--- src/rtl/cell_pkg.sv ---
// cell_pkg: shared defaults and width helper for the FIFO cell.
package cell_pkg;
    localparam int DEF_WIDTH = 8;
    localparam int DEF_DEPTH = 4;
    function automatic int clog2(input int v);
        int r;
        r = 0;
        while ((1 << r) < v) r++;
        return r;
    endfunction
endpackage

--- src/rtl/fifo_mem.sv ---
// fifo_mem: WIDTH x DEPTH storage, one write port and one registered read port.
module fifo_mem
    import cell_pkg::*;
#(
    parameter int WIDTH = DEF_WIDTH,
    parameter int DEPTH = DEF_DEPTH,
    parameter int AW    = clog2(DEPTH)
) (
    input  logic             i_clk,
    input  logic             i_rst,
    input  logic             i_we,
    input  logic [AW-1:0]    i_waddr,
    input  logic [WIDTH-1:0] i_wdata,
    input  logic             i_re,
    input  logic [AW-1:0]    i_raddr,
    output logic [WIDTH-1:0] o_rdata
);
    logic [WIDTH-1:0] r_mem [DEPTH];
    logic [WIDTH-1:0] r_rdata;

    always_ff @(posedge i_clk) begin
        if (i_we) r_mem[i_waddr] <= i_wdata;
    end

    // Read sees the pre-write word, so a full-FIFO read+write returns the oldest entry.
    always_ff @(posedge i_clk) begin
        if (i_rst) r_rdata <= '0;
        else if (i_re) r_rdata <= r_mem[i_raddr];
    end

    assign o_rdata = r_rdata;
endmodule

--- src/rtl/sync_fifo_cell.sv ---
// sync_fifo_cell: synchronous FIFO control with registered flags and sticky error bits.
module sync_fifo_cell
    import cell_pkg::*;
#(
    parameter int WIDTH = DEF_WIDTH,
    parameter int DEPTH = DEF_DEPTH
) (
    input  logic                   CLK,
    input  logic                   R,
    input  logic                   gnd,
    input  logic                   vdd,
    input  logic                   WEN,
    input  logic [WIDTH-1:0]       D,
    input  logic                   REN,
    output logic [WIDTH-1:0]       Q,
    output logic                   FULL,
    output logic                   EMPTY,
    output logic [clog2(DEPTH):0]  COUNT,
    output logic                   OVF,
    output logic                   UDF
);
    localparam int AW = clog2(DEPTH);
    localparam int CW = AW + 1;

    logic [AW-1:0] r_wr_ptr, r_rd_ptr;
    logic [CW-1:0] r_count;
    logic          r_full, r_empty, r_ovf, r_udf;
    logic          w_rd_acc, w_wr_acc, w_unused;
    logic [CW-1:0] w_count_nxt;

    assign w_unused    = gnd ^ vdd;
    assign w_rd_acc    = REN & ~r_empty;
    assign w_wr_acc    = WEN & (~r_full | w_rd_acc);
    assign w_count_nxt = (w_wr_acc & ~w_rd_acc) ? r_count + 1'b1 :
                         (w_rd_acc & ~w_wr_acc) ? r_count - 1'b1 : r_count;

    always_ff @(posedge CLK) begin
        if (R) begin
            r_wr_ptr <= '0;
            r_rd_ptr <= '0;
            r_count  <= '0;
            r_empty  <= 1'b1;
            r_full   <= 1'b0;
            r_ovf    <= 1'b0;
            r_udf    <= 1'b0;
        end else begin
            if (w_wr_acc) r_wr_ptr <= r_wr_ptr + 1'b1;
            if (w_rd_acc) r_rd_ptr <= r_rd_ptr + 1'b1;
            r_count <= w_count_nxt;
            r_empty <= (w_count_nxt == '0);
            r_full  <= (w_count_nxt == CW'(DEPTH));
            if (WEN & ~w_wr_acc) r_ovf <= 1'b1;
            if (REN & r_empty) r_udf <= 1'b1;
        end
    end

    fifo_mem #(.WIDTH(WIDTH), .DEPTH(DEPTH), .AW(AW)) u_mem (
        .i_clk   (CLK),
        .i_rst   (R),
        .i_we    (w_wr_acc & ~R),
        .i_waddr (r_wr_ptr),
        .i_wdata (D),
        .i_re    (w_rd_acc & ~R),
        .i_raddr (r_rd_ptr),
        .o_rdata (Q)
    );

    assign COUNT = r_count;
    assign FULL  = r_full;
    assign EMPTY = r_empty;
    assign OVF   = r_ovf;
    assign UDF   = r_udf;
endmodule

--- config.mk ---
export PLATFORM = sky130hd
export DESIGN_NAME = sync_fifo_cell
export DESIGN_NICKNAME = d
export VERILOG_FILES = /design/src/rtl/cell_pkg.sv /design/src/rtl/fifo_mem.sv /design/src/rtl/sync_fifo_cell.sv
export SDC_FILE = /design/constraint.sdc
export NUM_CORES = 1
export LEC_CHECK = 0
export CAP_MARGIN = 20
export CORE_ASPECT_RATIO = 0.6
export CORE_MARGIN = 3
export CORE_UTILIZATION = 55
export DETAILED_ROUTE_END_ITERATION = 6
export DONT_BUFFER_PORTS = 1
export PLACE_DENSITY = 0.79
export SLEW_MARGIN = 20
export SYNTH_ARGS = -nofsm -noshare
export SYNTH_HDL_FRONTEND = slang
export SYNTH_SLANG_ARGS = --single-unit
--- constraint.sdc ---
create_clock -name CLK -period 1.9 [get_ports CLK]
set_input_delay 0.285 -clock CLK [delete_from_list [all_inputs] [get_ports CLK]]
set_output_delay 0.285 -clock CLK [all_outputs]
set_load 0.03 [all_outputs]
Yosys cells after proc, flatten, opt, wreduce, memory -nomap -nowiden
Memories as Yosys holds them, arrays and structs flattened. A register that Yosys moved wholly into a read port is not among the register bits.
Cells that the tools add are included.
- register bits after elaboration: 11
- RAM bits: 32
- input bits: 14
- output and inout bits: 15
- memories kept: 1
- memory list (name ; words ; width ; read ports ; clocked after memory_dff ; write ports ; RTL line ; text):
    u_mem.r_mem ; 4 ; 8 ; 1 ; 1 ; 1 ; fifo_mem.sv:18 ; logic [WIDTH-1:0] r_mem [DEPTH];
- $add $sub $neg: 4
- equal/unequal tests: 1
- mux-type cells: 4
- bitwise logic cells: 14
- reduce and logical (&&, ||, !) cells: 1
- operators with widths (operator ; number):
    $and A1 B1 Y1 ; 8
    $mux W3 ; 2
    $not A1 Y1 ; 5
    $add A2 B1 Y2 const B ; 2
    $add A3 B1 Y3 const B ; 1
    $eq A3 B3 Y1 const B ; 1
    $logic_not A3 Y1 ; 1
    $sub A3 B1 Y3 const B ; 1
    $mux W1 ; 2
    $or A1 B1 Y1 ; 1

Longest topological paths before layout
- depth in word-level cells: 9
- depth in mapped cells: 6
- mapped depth without buffers: 6

By module
Synthesis repeated with hierarchy kept, for this count alone.
- cells, all modules: 142
- area total of the unflattened synthesis: 2042.0 µm²
- modules (own cells, without submodules) (module ; times used ; cells an instance ; area each (µm²)):
    fifo_mem ; 1 ; 83 ; 1505.2
    sync_fifo_cell ; 1 ; 59 ; 536.8

Worst setup path before layout
OpenSTA, ideal clock, no wires.
- path type: register to register
- start point: reg r_count[0] (netlist: COUNT[0])
- end point: reg r_full (netlist: FULL)
- library setup time: 0.129 ns
- arrival: 1.488 ns
- data required time: 1.771 ns
- setup slack: 0.282 ns
- stages on the path, launching flop included: 7
- path buffers: 0
- cell sequence: dfxtp_1 inv_1 ha_1 nor4bb_1 a31o_2 xnor2_1 nor3_2
- word-level cells in the longest chain between the ends: 4
- elaborated cells between the ends (all ways): 5
- RTL lines (item ; RTL line ; text):
    start, declared ; sync_fifo_cell.sv:26 ; logic [CW-1:0] r_count;
    start signal, assigned ; sync_fifo_cell.sv:49 ; r_count <= w_count_nxt;
    $sub A3 B1 Y3 ; sync_fifo_cell.sv:35 ; (w_rd_acc & ~w_wr_acc) ? r_count - 1'b1 : r_count;
    $mux W3 ; sync_fifo_cell.sv:35 ;
    $mux W3 (*) ; sync_fifo_cell.sv:34 ; assign w_count_nxt = (w_wr_acc & ~w_rd_acc) ? r_count + 1'b1 :
    $eq A3 B3 Y1 (*) ; sync_fifo_cell.sv:51 ; r_full <= (w_count_nxt == CW'(DEPTH));
    end signal, assigned ; sync_fifo_cell.sv:51 ;
    end, declared ; sync_fifo_cell.sv:27 ; logic r_full, r_empty, r_ovf, r_udf;
Mark *: on every way between the ends. The rest lies on a longest branch, timed or not.
A chain may end at the register's enable or synchronous reset.

Worst setup path in the final report
- start point: reg r_empty (netlist: EMPTY)
- end point: reg r_empty (netlist: EMPTY)
- word-level cells in the longest chain between the ends: 9
- elaborated cells between the ends (all ways): 11
- RTL lines (item ; RTL line ; text):
    start, declared ; sync_fifo_cell.sv:27 ;
    start signal, assigned ; sync_fifo_cell.sv:50 ; r_empty <= (w_count_nxt == '0);
    $not A1 Y1 (*) ; sync_fifo_cell.sv:32 ; assign w_rd_acc = REN & ~r_empty;
    $and A1 B1 Y1 (*) ; sync_fifo_cell.sv:32 ;
    $or A1 B1 Y1 ; sync_fifo_cell.sv:33 ; assign w_wr_acc = WEN & (~r_full | w_rd_acc);
    $and A1 B1 Y1 ; sync_fifo_cell.sv:33 ;
    $not A1 Y1 ; sync_fifo_cell.sv:35 ;
    $and A1 B1 Y1 ; sync_fifo_cell.sv:35 ;
    $mux W3 ; sync_fifo_cell.sv:35 ;
    $mux W3 (*) ; sync_fifo_cell.sv:34 ;
    $logic_not A3 Y1 (*) ; sync_fifo_cell.sv:50 ;
Marks and branches as above.

==> run metrics <==
Syn Nets=162; MaxCap Viol Count=0; CP endpoint kind=register; Max stage delay on crit path=0.38 ns; Max Slew Vio Count=0; commonest non-fill, non-tap cell in the layout=edfxtp_1; share of the synthesized area in the top cell type=0.4729; Arrival @ worst endpoint=1.87 ns; final wirelength=3796 um; antenna fix cells=0; Area contributors post-synth=edfxtp_1 (47%), dfxtp_1 (19%), mux4_2 (8.9%); CTS Buffer Depth=2; Die H=53.08 um; Post-CTS Setup Bufs=0; DR pass1 iterations=4; Synth Flop Type=edfxtp_1; Worst slew margin=0.6755; # DRC=0; # IOs=29; core region area=3403 um2; PortBufs=0; Post-DP HPWL=2748 um; Worst-Skew Late Latency=0.29 ns; Buf/Inv on CP=1; placed insts=187; fraction of registers with async set or reset after synthesis=0; setup TNS=0 ns; setup ws final=0.2203 ns; Cells after Synth=142; Netlist cell types=29; Root Buffer=clkbuf_8; Design Power=roughly 2.4 mW; Hold Vio Cnt, Final=0; Finish-stage setup viols=0; fraction of layout cells with a size suffix above 1=0.1733; CP max stage cell=mux2i_1; Syn-to-layout area delta=7.636%; die footprint=~4500 um2; first-pass GRT wire length=5720 um; Filler cells=257; Mean Syn Cell Area=around 14 um2; Critical Path RT=2.09 ns; unrepaired setup endpoints after global routing=no; Tmin final=1.680 ns; Final GP Congestion=0.7511; Power Dens Cells=1105 nW/um2; FF+latch area=1341 um2; TritonCTS clock tree=done; Via density=5.672; initial antenna violation count=0; Die X=approximately 84 um; Worst R2R Setup Slack=0.22 ns; worst-case clock skew=around 0.0026 ns; # rows=16; ANT nets after route=0; initial DRC count=41; H-tree levels=2; Synth Warn #=0; crit path cell chain=buf_4 > nand2b_1 > mux2i_1 > a2bb2oi_2 > o21bai_1; clk slew on worst S/H paths=roughly 0.090 ns; # nets final=169; Starting Density=0.5971; commonest non-fill, non-tap cells in the layout=edfxtp_1 (32), dfxtp_1 (19), nand2_1 (19), a21oi_1 (10), nor2_1 (9); CP top delay family=multiplexers; status=finished clean; Peak VDD IR=0.7523 mV; synthesized cell area=between 2000 and 2500 um2; CTS sink cnt=51; flops & latches, synth=51; leakage=0.7575 nW; Hold WC Path Type=in2reg; final cell count without fillers=between 150 and 200; post-synthesis sequential area ratio=0.6601; number of flops mapped to enable cells by yosys=32; TritonCTS Buffers=5; critical path type=reg2reg; crit share post-route=0.8841; worst-margin pin slew=0.4860 ns; vias in the first global route=1137; dpl ws=~0.23 ns; startpoint types=register; f_max=just under 600 MHz; cts hold-fix bufs=0; post-CTS resize count=0; multi-input logic area=641.9 um2; largest fanout on the critical path=7; drt wl/cell=19.47 um; pin count of the biggest net entering global routing=21; final hold slack=0.04746 ns; Vias=1106; GRT Util Overall=0.1798; Synth area leader=edfxtp_1; GRT overflow=0
==> final timing paths <==
check                           depth (start not counted)          endpoint             start
worst min-delay path                                    1       r_wr_ptr[1]                 R
worst min register to register                          2  u_mem.o_rdata[1]  u_mem.o_rdata[1]
worst max register to register                          5             EMPTY             EMPTY
worst max-delay path                                    5             EMPTY             EMPTY
==> sequential cells by signal (all words and copies together), names as in the netlist <==
| name | count |
|---|---|
| u_mem.r_mem | 32 |
| u_mem.o_rdata | 8 |
| COUNT | 3 |
| r_rd_ptr | 2 |
| r_wr_ptr | 2 |
| EMPTY | 1 |
| FULL | 1 |
| OVF | 1 |
| UDF | 1 |
==> per-stage QoR <==
stage | utilization | instance area (um2)
floorplan | - | 2032
global placement | 0.6180 | 2103
detailed placement | 0.6180 | 2103
CTS | 0.6426 | 2187
global route | 0.6426 | 2187
finish | 0.6426 | 2187
==> kinds of logic (layout without fill, tap and decap cells) <==
family | after synthesis | in the layout | synth area share
buffers and inverters | 11 | 19 | 0.02402
AOI/OAI and AO/OA | 19 | 19 | 0.06158
DFF | 51 | 51 | 0.6601
xor gates and xnor gates | 6 | 6 | 0.02586
adders and majority gates | 6 | 6 | 0.03694
muxes | 10 | 10 | 0.09852
and+or+nand+nor | 39 | 39 | 0.09297
==> worst reg2reg max path: stages, from the launching register on <==
cell,delay (ns)
dfxtp_1,0.34
buf_4,0.19
nand2b_1,0.30
mux2i_1,0.38
a2bb2oi_2,0.26
o21bai_1,0.10
==> metal layers <==
metal	global-route usage	part of all wire
met1	0.2175	0.42
met4	0.04737	0.0063
met5	0	0
met3	0.06376	0.058
met2	0.3128	0.52
==> synthesized netlist by cell type, types with 2 or more instances <==
cell       n
mux2i_1    2
edfxtp_1  32
ha_1       6
nand2_1   19
xor2_1     2
inv_1      5
and2_1     4
mux4_2     8
dfxtp_1   19
nor2_1     9
nand2b_1   2
and2b_1    2
a21oi_1   10
xnor2_1    4
buf_2      3
clkbuf_1   2
==> where the power goes <==
group          switching, mW  leakage, nW  internal (mW)  total (mW)
clock                  0.338       0.0438          0.251       0.590
sequential             0.108        0.446           1.26        1.37
combinational          0.258        0.267          0.202       0.460
==> area by class of cell <==
class,instances,area share
well taps,45,0.02574
repair buffers,6,0.02059
multi-input cells,80,0.2935
clock buffers,5,0.03146
inverters,5,0.008581
flip-flops and latches,51,0.6133
clock inverters,3,0.006865
Power figures use the tool's default switching activity.
